### src/rtl/test_top_nn_pkg.sv
// Shared constants, weight/bias tables and the ReLU/saturation helper for the NN-PLL
// fully-connected layer.
package test_top_nn_pkg;

    localparam int N_IN  = 12;
    localparam int N_OUT = 10;
    localparam int IN_W  = 6;
    localparam int OUT_W = 8;
    localparam int ACC_W = 14;

    typedef logic signed [2:0]       weight_t;
    typedef logic signed [ACC_W-1:0] acc_t;

    // Weight ROM: W[j][i] = ((i + 2*j) mod 7) - 3, always within -3..+3
    function automatic weight_t weight(input int j, input int i);
        int v;
        v = ((i + (2 * j)) % 7) - 3;
        return weight_t'(v);
    endfunction

    function automatic acc_t bias(input int j);
        return acc_t'(j);
    endfunction

    function automatic logic [OUT_W-1:0] relu_sat(input acc_t acc, input int shift);
        acc_t s;
        s = acc >>> shift;
        if (s < 14'sd0) begin
            return 8'd0;
        end else if (s > 14'sd255) begin
            return 8'd255;
        end else begin
            return s[OUT_W-1:0];
        end
    endfunction

endpackage

### src/rtl/test_top_nn_neuron.sv
// One combinational neuron: 12 unsigned features dotted with 12 signed weights,
// plus bias, then shifted and clamped to an unsigned 8-bit activation.
module nn_neuron
    import test_top_nn_pkg::*;
#(
    parameter int SHIFT = 0
) (
    input  logic [N_IN-1:0][IN_W-1:0] x,
    input  weight_t [N_IN-1:0]        w,
    input  acc_t                      b,
    output logic [OUT_W-1:0]          y
);

    acc_t prod_s [N_IN];
    acc_t acc_s;

    // Features are zero-extended and weights sign-extended so the product stays signed
    for (genvar i = 0; i < N_IN; i++) begin : g_prod
        acc_t xe_s;
        acc_t we_s;
        assign xe_s      = acc_t'({{(ACC_W-IN_W){1'b0}}, x[i]});
        assign we_s      = acc_t'({{(ACC_W-3){w[i][2]}}, w[i]});
        assign prod_s[i] = xe_s * we_s;
    end

    // Accumulate products on top of the bias
    always_comb begin
        acc_s = b;
        for (int i = 0; i < N_IN; i++) begin
            acc_s = acc_s + prod_s[i];
        end
    end

    assign y = relu_sat(acc_s, SHIFT);

endmodule

### config.mk
export PLATFORM = sky130hd
export DESIGN_NAME = nn_neuron
export DESIGN_NICKNAME = d
export VERILOG_FILES = /design/src/rtl/test_top_nn_pkg.sv /design/src/rtl/test_top_nn_neuron.sv
export SDC_FILE = /design/constraint.sdc
export NUM_CORES = 1
export LEC_CHECK = 0
export CAP_MARGIN = 5
export CORE_MARGIN = 3
export CORE_UTILIZATION = 50
export DETAILED_ROUTE_END_ITERATION = 8
export DONT_BUFFER_PORTS = 1
export MAX_ROUTING_LAYER = met4
export PLACE_DENSITY_LB_ADDON = 0.12
export SETUP_SLACK_MARGIN = 0.3
export SYNTH_ARGS = -nofsm -noshare
export SYNTH_HDL_FRONTEND = slang
export SYNTH_SLANG_ARGS = --single-unit
export TNS_END_PERCENT = 10
### constraint.sdc
create_clock -name vclk -period 8.1
set_clock_uncertainty 0.15 [all_clocks]
set_input_delay 0.405 -clock vclk [all_inputs]
set_output_delay 0.405 -clock vclk [all_outputs]
set_load 0.01 [all_outputs]
# Word level (Yosys, flattened, before mapping)
# Cells that the tools add are included.
# Widths: inputs -> output; s select.
[totals]
reg_bits = 0
inputBits = 122
[op_classes]
add_sub_neg = 12
n_mul = 12
order_cmp = 2
n_mux = 2
[op_table]
columns = ["operator", "n"]
rows = [
  ["$add 14x10->14", 12],
  ["$mul 7x3->10", 12],
  ["$mux 8", 2],
  ["$gt 14x9->1 const B", 1],
  ["$lt 14x1->1 const B", 1],
]

# Depth between registers and ports, before layout
# Gate-level depths: netlist of run 1.
[logic_depth]
depth_word = 16
mapped_depth = 26
depth_no_buf = 25

# Least setup slack after synthesis of run 1
# Ideal clock, no wire load.
[synth_timing]
path_type = "input port to output port"
startpoint = "input w[30] (netlist bit)"
endpoint = "output y[0]"
arrival_time_ps = 6363
t_required_ps = 7545
path_slack_ps = 1182
cell_stages = 23
path_buffers = 1
path_cell_list = "and2_1 > fa_1 > inv_1 > fa_1 > inv_1 > fa_1 > inv_1 > fa_1 > inv_1 > fa_1 > fa_1 > fa_1 > inv_1 > fa_1 > inv_1 > ha_1 > o211ai_1 > o211ai_1 > a21oi_1 > or3_1 > and4_1 > buf_6 > a21oi_1"
[synth_via]
elab_chain_cells = 6
[synth_rtl]
columns = ["item", "line_no", "rtl"]
rows = [
  ["start: declaration", "test_top_nn_neuron.sv:9", "input weight_t [N_IN-1:0] w,"],
  ["$mul 7x3->10 (*)", "test_top_nn_neuron.sv:23", "assign prod_s[i] = xe_s * we_s;"],
  ["$add 14x10->14 (*) (2 in a row)", "test_top_nn_neuron.sv:30", "acc_s = acc_s + prod_s[i];"],
  ["$gt 14x9->1", "test_top_nn_pkg.sv:30", "end else if (s > 14'sd255) begin"],
  ["$mux 8", "test_top_nn_pkg.sv:30", ""],
  ["$mux 8 (*)", "test_top_nn_pkg.sv:28", "if (s < 14'sd0) begin"],
  ["end: declaration", "test_top_nn_neuron.sv:11", "output logic [OUT_W-1:0] y"],
]
# Mark *: on every way between the ends. The rest lies on a longest branch, timed or not.

# Final worst setup path of run 1
[layout_timing]
startpoint = "input w[32] (netlist bit)"
endpoint = "output y[6]"
# Same word-level chain as after synthesis.

==> results_dict.tcl, run 1 <==
set metrics [dict create \
    post_route_cells_drive_above_1_share_pct 0.847 \
    die_width_um 140 \
    worst_setup_path_end_kind "output pin" \
    floorplan.core_area_um2 17400 \
    layout_min_cycle_time_ps 7310 \
    detail_route.wirelength_um 20700 \
    critPathLaunchType "input port" \
    detailedPlacementHpwl_um 20200 \
    place.gp.congestion 0.892 \
    postSynthCellCount 946 \
    startpoint_of_the_tightest_hold_check_path "x[8]" \
    fill_cells 1661 \
    slew_headroom_pct 56.5 \
    firstDrtPassIters 4 \
    clock_buffers 0 \
    initial_utilization_pct 51.5 \
    initial_antenna_violation_count 0 \
    antenna-diode-count 0 \
    grt_start_max_net_pins 13 \
    io_pins 130 \
    report.final.setup_viol 0 \
    synth_area_um2 8970 \
    post_cts_resize_count 0 \
    count_leader_synth "inv_1" \
    grt_overflow 0 \
    grt_pass1_wl_um 33900 \
    vias 5689 \
    via_count_of_the_first_global_routing_pass 6270 \
    synth_area_per_cell_um2 9.48 \
    yosys-top-cells-count "inv_1, fa_1, and2_1" \
    layout-area-overhead-vs-synth_pct 2.97 \
    row_count 48 \
    crit_path_max_fanout 8 \
    numSequentialCells 0 \
    ys_warn_count 0 \
    die_h_um 140 \
    worst-setup-path-type "in2out" \
    area.sequential_um2 0 \
    timing.max_cap.violations 0 \
    postCtsHoldBufs 0 \
    timing_worst_slew_pin_value_ps 647 \
    cts.repair_timing.setup_buffer_count 0 \
    worstPathRequired_ps 7550 \
    route.detailed.vias_per_inst 4.87 \
    wl_per_cell_um 17.7 \
    post-route-drc-count 0 \
    maxClockFrequency_ghz 0.137 \
    global_route.usage.total_pct 22.7 \
    worstHoldEndpoint "y[0]" \
    fin_crit_sh_pct 90.2 \
    syn-num-nets 1398 \
    final.setup.tns_ps 0 \
    cp.arrival_ps 6750 \
    route.antenna.remaining_nets 0 \
    holdCritPathClass "in2out" \
    dieArea_um2 19600 \
    timing_max_transition_violations_final 0 \
    synth_largest_type_area_fraction_pct 58.0 \
    rsz0062_at_grt "no" \
    min_path_cells 5 \
    portBuffers 0 \
    leading_area_contributor_after_synthesis "fa_1" \
    synth.lib_cells_used.distinct 36 \
    nets 1398 \
    yosys-top-cells-area "fa_1, inv_1, ha_1" \
    run_status "finished, final reports clean" \
    yosysSeqAreaShare_pct 0 \
    hold_viol_final 0 \
    initialDrtViolationCount 291 \
]
==> placed cells by master, fill, tap and decap left out, types with 2 or more instances in the layout <==
master | synthesis | final
inv_1 | 311 | 311
fa_1 | 260 | 260
and2_1 | 80 | 80
nand2_1 | 70 | 70
ha_1 | 70 | 70
nand2b_1 | 39 | 39
nor2_1 | 32 | 32
a21oi_1 | 22 | 22
nor2b_1 | 9 | 9
xnor2_1 | 9 | 9
o21ai_0 | 6 | 6
xor2_1 | 5 | 5
a21o_1 | 3 | 3
o211ai_1 | 2 | 2
a21o_2 | 2 | 2
or3_1 | 2 | 2
a211oi_2 | 2 | 2
o21ai_1 | 2 | 2
or4_1 | 2 | 2
o21a_1 | 2 | 2
==> area by class of cell <==
type / instances / area [um^2] / share of cell area [%]
inverter: 311 / 1170 / 12.6
multi-input combinational: 633 / 7790 / 84.3
tap: 225 / 282 / 3.05
==> stage by stage <==
| stage | cells | hold slack (ps) | utilization [%] | setup slack (ps) | instance area (um^2) |
|---|---|---|---|---|---|
| 3_5_place_dp | 1169 | 1400 | 53.0 | 773 | 9240 |
| 4_1_cts | 1169 | 1400 | 53.0 | 755 | 9240 |
| 5_1_grt | 1169 | 1430 | 53.0 | 465 | 9240 |
| 2_1_floorplan | 946 | 1200 | - | 1180 | 8970 |
| 3_3_place_gp | 1169 | 1390 | 53.0 | 821 | 9240 |
| 6_report | 1169 | 1370 | 53.0 | 794 | 9240 |
==> worst max-delay path by stage <==
| stage | to | slack, ps | startpoint | cells after the start |
|---|---|---|---|---|
| 5_1_grt | y[7] | 470 | w[14] | 21 |
| 3_5_place_dp | y[6] | 770 | w[14] | 21 |
| 3_3_place_gp | y[6] | 820 | w[32] | 23 |
| 4_1_cts | y[6] | 760 | w[14] | 21 |
| 2_1_floorplan | y[0] | 1180 | w[30] | 23 |
| 6_report | y[6] | 790 | w[32] | 23 |
==> worst max-delay path: stages <==
cell and delay, ps:
inv_1 130, nor2_1 80, fa_1 480, inv_1 50, fa_1 530, inv_1 50
fa_1 490, inv_1 70, fa_1 540, inv_1 60, fa_1 490, fa_1 510
fa_1 490, inv_1 50, fa_1 470, inv_1 40, ha_1 340, o211ai_1 150
o211ai_1 280, a21oi_1 110, or3_1 320, and4_1 300, a21oi_1 310
==> cell families after synthesis <==
family                   after synthesis  share of synthesized area [%]
adder cells (fa/ha/maj)              330                           67.8
buffers and inverters                313                           13.2
AO/OA/AOI/OAI                         48                           3.44
multiplexers                           1                          0.112
XOR/XNOR                              15                           1.55
AND/OR/NAND/NOR                      239                           13.9
==> metal layers <==
| metal | GRT usage [%] | vias up | routed length [um] |
|---|---|---|---|
| li1 | - | 2663 | - |
| met3 | 1.78 | 6 | 1340 |
| met5 | - | - | 0 |
| met4 | 1.68 | 0 | 206 |
| met1 | 34.0 | 2878 | 9210 |
| met2 | 36.1 | 142 | 9930 |
Power of run 1 is left out: the tool's default activity adds up to more than one toggle a clock period on the data nets, which glitch-free logic cannot reach.
==> inputs of run 2 (changes only) <==
- CORE_UTILIZATION: 50 -> 60
==> run 2 against run 1 <==
Net effect: sequential share of layout area is the same; clock-buffer cell count is the same; final area shrank 0.56%; via count grew 0.93%; worst setup slack gained 49 ps; die area shrank 16%; final cell count shrank 3.5%; fmax grew 0.68%; first-iteration DRC count shrank 14%; critical endpoint is now y[2]; largest cell class unchanged; highest routed layer unchanged.
==> results_dict.tcl, run 2 (same netlist as run 1, synthesis figures left out) <==
set metrics [dict create \
    run_status "finished, final reports clean" \
    area.sequential_um2 0 \
    post_cts_resize_count 0 \
    post-route-drc-count 0 \
    global_route.usage.total_pct 26.4 \
    initialDrtViolationCount 249 \
    worst-setup-path-type "in2out" \
    vias 5742 \
    detailedPlacementHpwl_um 19100 \
    die_width_um 128 \
    antenna-diode-count 0 \
    firstDrtPassIters 5 \
    route.antenna.remaining_nets 0 \
    floorplan.core_area_um2 14600 \
    holdCritPathClass "in2out" \
    clock_buffers 0 \
    post_route_cells_drive_above_1_share_pct 0.847 \
    detailed_place.area_um2 9190 \
    crit_family "adder cells" \
    timing.max_cap.violations 0 \
    route.detailed.vias_per_inst 5.09 \
    row_count 44 \
    detail_route.wirelength_um 19600 \
    crit_path_max_fanout 8 \
    io_pins 130 \
    numSequentialCells 0 \
    nets 1398 \
    wl_per_cell_um 17.4 \
    worstPathCellList "inv_1, nor2_1, fa_1, inv_1, fa_1, inv_1, fa_1, inv_1, fa_1, inv_1, fa_1, fa_1, fa_1, inv_1, fa_1, inv_1, ha_1, o211ai_1, o211ai_1, a21oi_1, or3_1, and4_1, a21oi_1" \
    buffering_stage_count_on_the_worst_path_with_inverters_included 7 \
    fin_area_um2 9190 \
    via_count_of_the_first_global_routing_pass 6379 \
    timing_max_transition_violations_final 0 \
    worst_setup_path_end_kind "output pin" \
    cpMaxStageDelayCell "fa_1" \
    fin_crit_sh_pct 89.6 \
    report.final.setup_viol 0 \
    portBuffers 0 \
    initial_antenna_violation_count 0 \
    initial_utilization_pct 61.5 \
    final.setup.tns_ps 0 \
    layout_min_cycle_time_ps 7260 \
    cp.arrival_ps 6700 \
    slew_headroom_pct 48.5 \
    rsz0062_at_grt "no" \
    maxClockFrequency_ghz 0.138 \
    layout-area-overhead-vs-synth_pct 2.40 \
    crit_top_cell "fa_1" \
    postCtsHoldBufs 0 \
    hold_viol_final 0 \
    worstPathRequired_ps 7550 \
    dieArea_um2 16500 \
    die_h_um 128 \
    timing_worst_slew_pin_value_ps 767 \
    worst_path_largest_cell_delay_ps 540 \
    cts.repair_timing.setup_buffer_count 0 \
    grt_start_max_net_pins 13 \
    grt_pass1_wl_um 32400 \
    critPathLaunchType "input port" \
    layout_common_cells "inv_1, fa_1, and2_1" \
    place.gp.congestion 0.945 \
    layout_commonest_cell "inv_1" \
    grt_overflow 0 \
]
-- run 2: metrics by stage --
stage | utilization [%] | setup slack, ps | hold slack, ps | std cells
after CTS | 63.0 | 826 | 1360 | 1128
after floorplan | - | 1180 | 1200 | 946
final | 63.0 | 843 | 1330 | 1128
after global routing | 63.0 | 425 | 1390 | 1128
after global placement | 63.0 | 873 | 1360 | 1128
after detailed placement | 63.0 | 841 | 1360 | 1128
-- run 2: cell type report --
type	instances	area, um^2
Tap cell	184	230
Inverter	311	1170
Multi-Input combinational cell	633	7790
Fill cell	1283	5400
-- run 2: path summary, 6_finish.rpt --
kind                  start    to  slack, ps  cells past startpoint
worst max-delay path  w[32]  y[2]        840                     23
worst min-delay path   x[8]  y[0]       1330                      5
-- run 2: per-layer routing --
layer	global-route usage, %	share of wire (%)	wire, um	up-vias
met5	-	0	0	-
met4	3.62	1.9	374	0
met3	2.96	7.7	1520	14
met2	40.9	47	9240	179
met1	39.2	43	8500	2886
li1	-	-	-	2663
Power of run 2 is left out for the same reason.
